==> config.mk <==
export PLATFORM = sky130hd
export DESIGN_NAME = fb_port_arbiter
export DESIGN_NICKNAME = d
export VERILOG_FILES = /design/src/rtl/fb_port_arbiter.sv
export SDC_FILE = /design/constraint.sdc
export NUM_CORES = 1
export LEC_CHECK = 0
export ABC_AREA = 1
export CORE_MARGIN = 1
export CORE_UTILIZATION = 46
export DETAILED_ROUTE_END_ITERATION = 6
export GPL_TIMING_DRIVEN = 0
export PLACE_DENSITY = 0.85
export SYNTH_ARGS = -nofsm -noshare
export SYNTH_HDL_FRONTEND = slang
export SYNTH_SLANG_ARGS = --single-unit
==> constraint.sdc <==
create_clock -name clock -period 2.25 [get_ports clock]
set_input_delay 0.45 -clock clock [delete_from_list [all_inputs] [get_ports clock]]
set_output_delay 0.45 -clock clock [all_outputs]
set_load 0.03 [all_outputs]
==> src/rtl/fb_port_arbiter.sv <==
// Frame buffer port arbiter: shares one synchronous-read memory port between
// VGA scan-out reads, a pixel writer and a full-screen clear engine.
// Scan-out always wins, then the clear engine, then the writer.
module fb_port_arbiter #(
    parameter int ADDR_W  = 17,
    parameter int DATA_W  = 3,
    parameter int NUM_PIX = 76800,
    parameter int MEM_LAT = 1
) (
    input  logic              clock,
    input  logic              reset_n,
    input  logic              disp_req,
    input  logic [ADDR_W-1:0] disp_addr,
    output logic [DATA_W-1:0] disp_data,
    output logic              disp_valid,
    input  logic              wr_valid,
    input  logic [ADDR_W-1:0] wr_addr,
    input  logic [DATA_W-1:0] wr_data,
    output logic              wr_ready,
    input  logic              clr_start,
    input  logic [DATA_W-1:0] clr_color,
    output logic              clr_busy,
    output logic [ADDR_W-1:0] mem_addr,
    output logic              mem_we,
    output logic [DATA_W-1:0] mem_wdata,
    input  logic [DATA_W-1:0] mem_rdata
);

    localparam logic [ADDR_W-1:0] NUM_PIX_A  = ADDR_W'(NUM_PIX);
    localparam logic [ADDR_W-1:0] LAST_PIX_A = ADDR_W'(NUM_PIX - 1);

    typedef enum logic {
        IDLE  = 1'b0,
        CLEAR = 1'b1
    } state_t;

    state_t              state_q, state_d;
    logic [ADDR_W-1:0]   clr_cnt_q, clr_cnt_d;
    logic [DATA_W-1:0]   clr_col_q, clr_col_d;
    logic [MEM_LAT-1:0]  rd_vld_q, rd_vld_d;
    logic [MEM_LAT-1:0]  rd_oor_q, rd_oor_d;
    logic                disp_valid_q, disp_valid_d;
    logic [DATA_W-1:0]   disp_data_q, disp_data_d;
    logic                disp_gnt, clr_gnt, wr_gnt;

    // Fixed-priority grant and memory port mux; everything is gated off in reset.
    always_comb begin
        disp_gnt  = reset_n && disp_req;
        clr_gnt   = reset_n && !disp_req && (state_q == CLEAR);
        wr_ready  = reset_n && !disp_req && (state_q == IDLE);
        // Out-of-range writes still handshake but never reach the memory.
        wr_gnt    = wr_ready && wr_valid && (wr_addr < NUM_PIX_A);
        mem_addr  = '0;
        mem_we    = 1'b0;
        mem_wdata = '0;
        if (disp_gnt) begin
            mem_addr = disp_addr;
        end else if (clr_gnt) begin
            mem_addr  = clr_cnt_q;
            mem_we    = 1'b1;
            mem_wdata = clr_col_q;
        end else if (wr_gnt) begin
            mem_addr  = wr_addr;
            mem_we    = 1'b1;
            mem_wdata = wr_data;
        end
    end

    // Clear engine next state: the counter only advances on cycles it owns the port.
    always_comb begin
        state_d   = state_q;
        clr_cnt_d = clr_cnt_q;
        clr_col_d = clr_col_q;
        case (state_q)
            IDLE: begin
                if (clr_start) begin
                    state_d   = CLEAR;
                    clr_cnt_d = '0;
                    clr_col_d = clr_color;
                end
            end
            CLEAR: begin
                if (clr_gnt) begin
                    if (clr_cnt_q == LAST_PIX_A) begin
                        state_d   = IDLE;
                        clr_cnt_d = '0;
                    end else begin
                        clr_cnt_d = clr_cnt_q + ADDR_W'(1);
                    end
                end
            end
            default: state_d = IDLE;
        endcase
    end

    // Read tag pipe matching the memory latency, then one output register stage.
    always_comb begin
        rd_vld_d     = MEM_LAT'({rd_vld_q, disp_gnt});
        rd_oor_d     = MEM_LAT'({rd_oor_q, (disp_addr >= NUM_PIX_A)});
        disp_valid_d = rd_vld_q[MEM_LAT-1];
        disp_data_d  = disp_data_q;
        if (rd_vld_q[MEM_LAT-1]) begin
            disp_data_d = rd_oor_q[MEM_LAT-1] ? '0 : mem_rdata;
        end
    end

    // Control and output state, synchronous active-low reset.
    always_ff @(posedge clock) begin
        if (!reset_n) begin
            state_q      <= IDLE;
            clr_cnt_q    <= '0;
            rd_vld_q     <= '0;
            disp_valid_q <= 1'b0;
            disp_data_q  <= '0;
        end else begin
            state_q      <= state_d;
            clr_cnt_q    <= clr_cnt_d;
            rd_vld_q     <= rd_vld_d;
            disp_valid_q <= disp_valid_d;
            disp_data_q  <= disp_data_d;
        end
    end

    // Data-only state: meaningful only when qualified by the control flops above.
    always_ff @(posedge clock) begin
        clr_col_q <= clr_col_d;
        rd_oor_q  <= rd_oor_d;
    end

    assign disp_valid = disp_valid_q;
    assign disp_data  = disp_data_q;
    assign clr_busy   = (state_q == CLEAR);

endmodule

==> results.tsv <==
stage	metric	value	unit
clock_network	CTS clk-pin slew, worst paths	0.10	ns
logic_synthesis	Syn Area/Cell	6.300	um2
power_and_ir_drop	Pleak	1.042	nW
place	I/O Buffers	74	
worst_setup_path	Crit path largest cell delay	0.43	ns
power_and_ir_drop	P per Cell Area	403.9	nW/um2
timing	Setup WS post-layout	0.02876	ns
worst_setup_path	Worst setup SP type	primary input	
final_layout	nets@finish	422	
timing	final hold viol count	0	
die	total I/O pin count	75	
place	post-DP HPWL	4461	um
timing	max-slew violations	0	
timing	skew final	0.007722	ns
timing	Final setup viols	0	
status	status	finished clean	
power_and_ir_drop	worst vdd ir	0.0003940	V
global_route	largest net degree at the start of global routing	17	
worst_setup_path	internal reg-to-reg setup slack	0.45	ns
global_route	initial antenna violation count	0	
power_and_ir_drop	Sw Ratio	0.2955	
logic_synthesis	Mapped Area	1808	um2
timing	fmax	450.2	MHz
logic_synthesis	post-synthesis sequential area ratio	0.3156	
clock_network	maximum buffer depth of the clock tree	2	
worst_setup_path	dominant cell type by count on the critical path	buf_2	
logic_synthesis	Seq cells post-synth	27	
clock_network	CTS tree	built	
final_layout	leading cell type in the layout, fill and taps excluded	nand2_1	
clock_network	Num CTS Buffers	3	
clock_network	# clock sinks	27	
global_route	vias in the first global route	2010	
route	DRC Markers	0	
power_and_ir_drop	Clk pwr share	0.256	
route	aggregate routed wire length	5926	um
place	routability cong.	0.9309	
power_and_ir_drop	combinational power share	0.277	
die	Die Wd	64.69	um
route	routed length per instance	14.11	um
route	Initial DRC Count	192	
clock_network	Worst-Skew Late Latency	0.27	ns
die	Die H	64.69	um
final_layout	commonest cells after routing, fill and taps aside	nand2_1 (89), clkdlybuf4s50_1 (46), inv_1 (31)	
timing	minimum clock period	2.221	ns
die	Die ar.	4185	um2
logic_synthesis	Cell variety after synth	25	
clock_network	clock root buffer	clkbuf_8	
worst_setup_path	maximum fanout along the worst path	5	
flow_run	Max Cap Violations	0	
clock_network	H-tree depth	1	
route	Pre-Repair DR Iteration Count	4	
timing	final period utilization	0.9872	
power_and_ir_drop	Sequential Power Share	0.467	
global_route	GRT overflow	0	
die	Rows	22	
power_and_ir_drop	Int Power	0.7637	mW
route	total number of vias	2256	
power_and_ir_drop	Net Switching	0.3204	mW
global_route	first-pass GRT wire length	9446	um
final_layout	Filler Cells Inserted	327	
global_route	GRT Overall Usage	0.2919	
worst_setup_path	cells along the critical path	clkdlybuf4s50_1, a21o_1, nand4_4, buf_2, nand4_1, o211ai_1, buf_2	
logic_synthesis	post-synthesis instance total	287	
final_layout	ratio of cells with drive above 1 in the final layout	0.1371	
worst_setup_path	CP Capture Type	output pin	
logic_synthesis	yosys warns	0	
worst_setup_path	Critical Path RT	1.80	ns
final_layout	Antenna Cells	0	
timing	relative slew slack	0.7251	
route	vias per cell	5.371	
worst_setup_path	crit path max-delay cell type	clkdlybuf4s50_1	
worst_setup_path	Worst Path Arrival	1.77	ns
worst_setup_path	CP Class	primary input to output pin	
place	pre-CTS setup slack	-1.019	ns
die	Initial Util	0.4865	
timing	Worst Max-Slew Pin Slew	0.4124	ns
logic_synthesis	Area contributors post-synth	dfxtp_1 (27%), nand2_1 (18%), nand4_1 (6.6%)	
die	core footprint	3716	um2
logic_synthesis	Mapped Nets	336	
route	ANT nets after route	0	
clock_network	hold_buf cts	0	
final_layout	area grow syn2layout	48.44	%
logic_synthesis	Yosys top cell by area	dfxtp_1	
timing	Final TNS setup	0	ns
worst_hold_path	HP Class	flip-flop to flip-flop	
logic_synthesis	Yosys top cell area share	0.2657	
repair_timing:
item | CTS | global route
gates cloned | 1 | 1
gates resized for setup | 131 | 25
pin swaps | 4 | 6
buffers inserted | 5 | 0
setup endpoints to repair | 22 | 18
flip-flops by register name, indices dropped and copies added, names as in the netlist:
register,flops
clr_busy,1
clr_cnt_q,17
disp_valid,1
disp_valid_d,1
rd_oor_q,1
clr_col_q,3
disp_data,3
per-stage QoR:
step           cell area (um2)  instances  total power [mW]    util  hold slack (ns)
6_report                  2684        420             1.084  0.7222           0.4728
5_1_grt                   2684        420             1.136  0.7222           0.5039
4_1_cts                   2649        419             1.083  0.7128           0.4733
3_5_place_dp              2609        409            0.8148  0.7020           0.4592
3_3_place_gp              2609        409            0.8124  0.7020           0.4552
2_1_floorplan             1808        287            0.6527       -           0.4469
synthesized netlist by cell type:
library cell	count
edfxtp_1	3
nand2_2	1
nor3b_4	1
o211ai_1	15
a21boi_0	1
ha_1	1
dfxtp_1	24
o21ai_2	1
inv_1	31
clkbuf_2	1
buf_2	4
nand3_1	23
a21oi_1	18
buf_6	1
xor2_1	4
nor2_2	1
a21o_1	1
nor2_1	29
clkinv_1	1
o21ai_0	12
nand4_1	19
buf_4	2
clkbuf_1	3
nand4_2	1
nand2_1	89
layer usage:
metal,vias to the layer above,GRT usage,share of wire
li1,1129,-,-
met1,1011,0.3711,0.42
met2,108,0.4829,0.45
met3,8,0.08627,0.11
met4,0,0.06944,0.012
met5,-,0,0
area by class of cell:
class	count	area, um2	share of cell area
Clock inverter	1	7.507	0.002797
Timing Repair Buffer	81	729.5	0.2718
Sequential cell	27	571.8	0.2131
Clock buffer	3	41.29	0.01538
Buffer	11	73.82	0.02751
Tap cell	48	60.06	0.02238
Inverter	32	123.9	0.04615
Multi-Input combinational cell	217	1076	0.4009
path summary, 6_finish.rpt:
path | cells past startpoint | from | endpoint
setup / recovery | 7 | wr_addr[10] | mem_addr[13]
hold / removal | 2 | disp_data[1] | disp_data[1]
setup reg to reg | 9 | clr_cnt_q[1] | clr_cnt_q[10]
hold reg to reg | 2 | disp_data[1] | disp_data[1]
power groups by stage:
| stage | logic, mW | registers, mW | clock network (mW) |
|---|---|---|---|
| floorplan | 0.128 | 0.525 | 0 |
| global placement | 0.295 | 0.517 | 0 |
| detailed placement | 0.297 | 0.517 | 0 |
| CTS | 0.293 | 0.506 | 0.284 |
| global route | 0.319 | 0.508 | 0.308 |
| finish | 0.300 | 0.507 | 0.277 |
cell families after synthesis:
kind of cell,share of synthesized area
xor gates and xnor gates,0.01938
buffers and inverters,0.1010
and+or+nand+nor,0.3986
AOI/OAI and AO/OA,0.1585
adders and majority gates,0.006919
DFF,0.3156
worst max-delay path, delay by kind of cell:
| family | cells | cell delay, ns |
|---|---|---|
| simple gates | 2 | 0.21 |
| buf+inv | 3 | 0.83 |
| compound gates | 2 | 0.28 |
No activity file was read; power rests on OpenSTA's default activity.
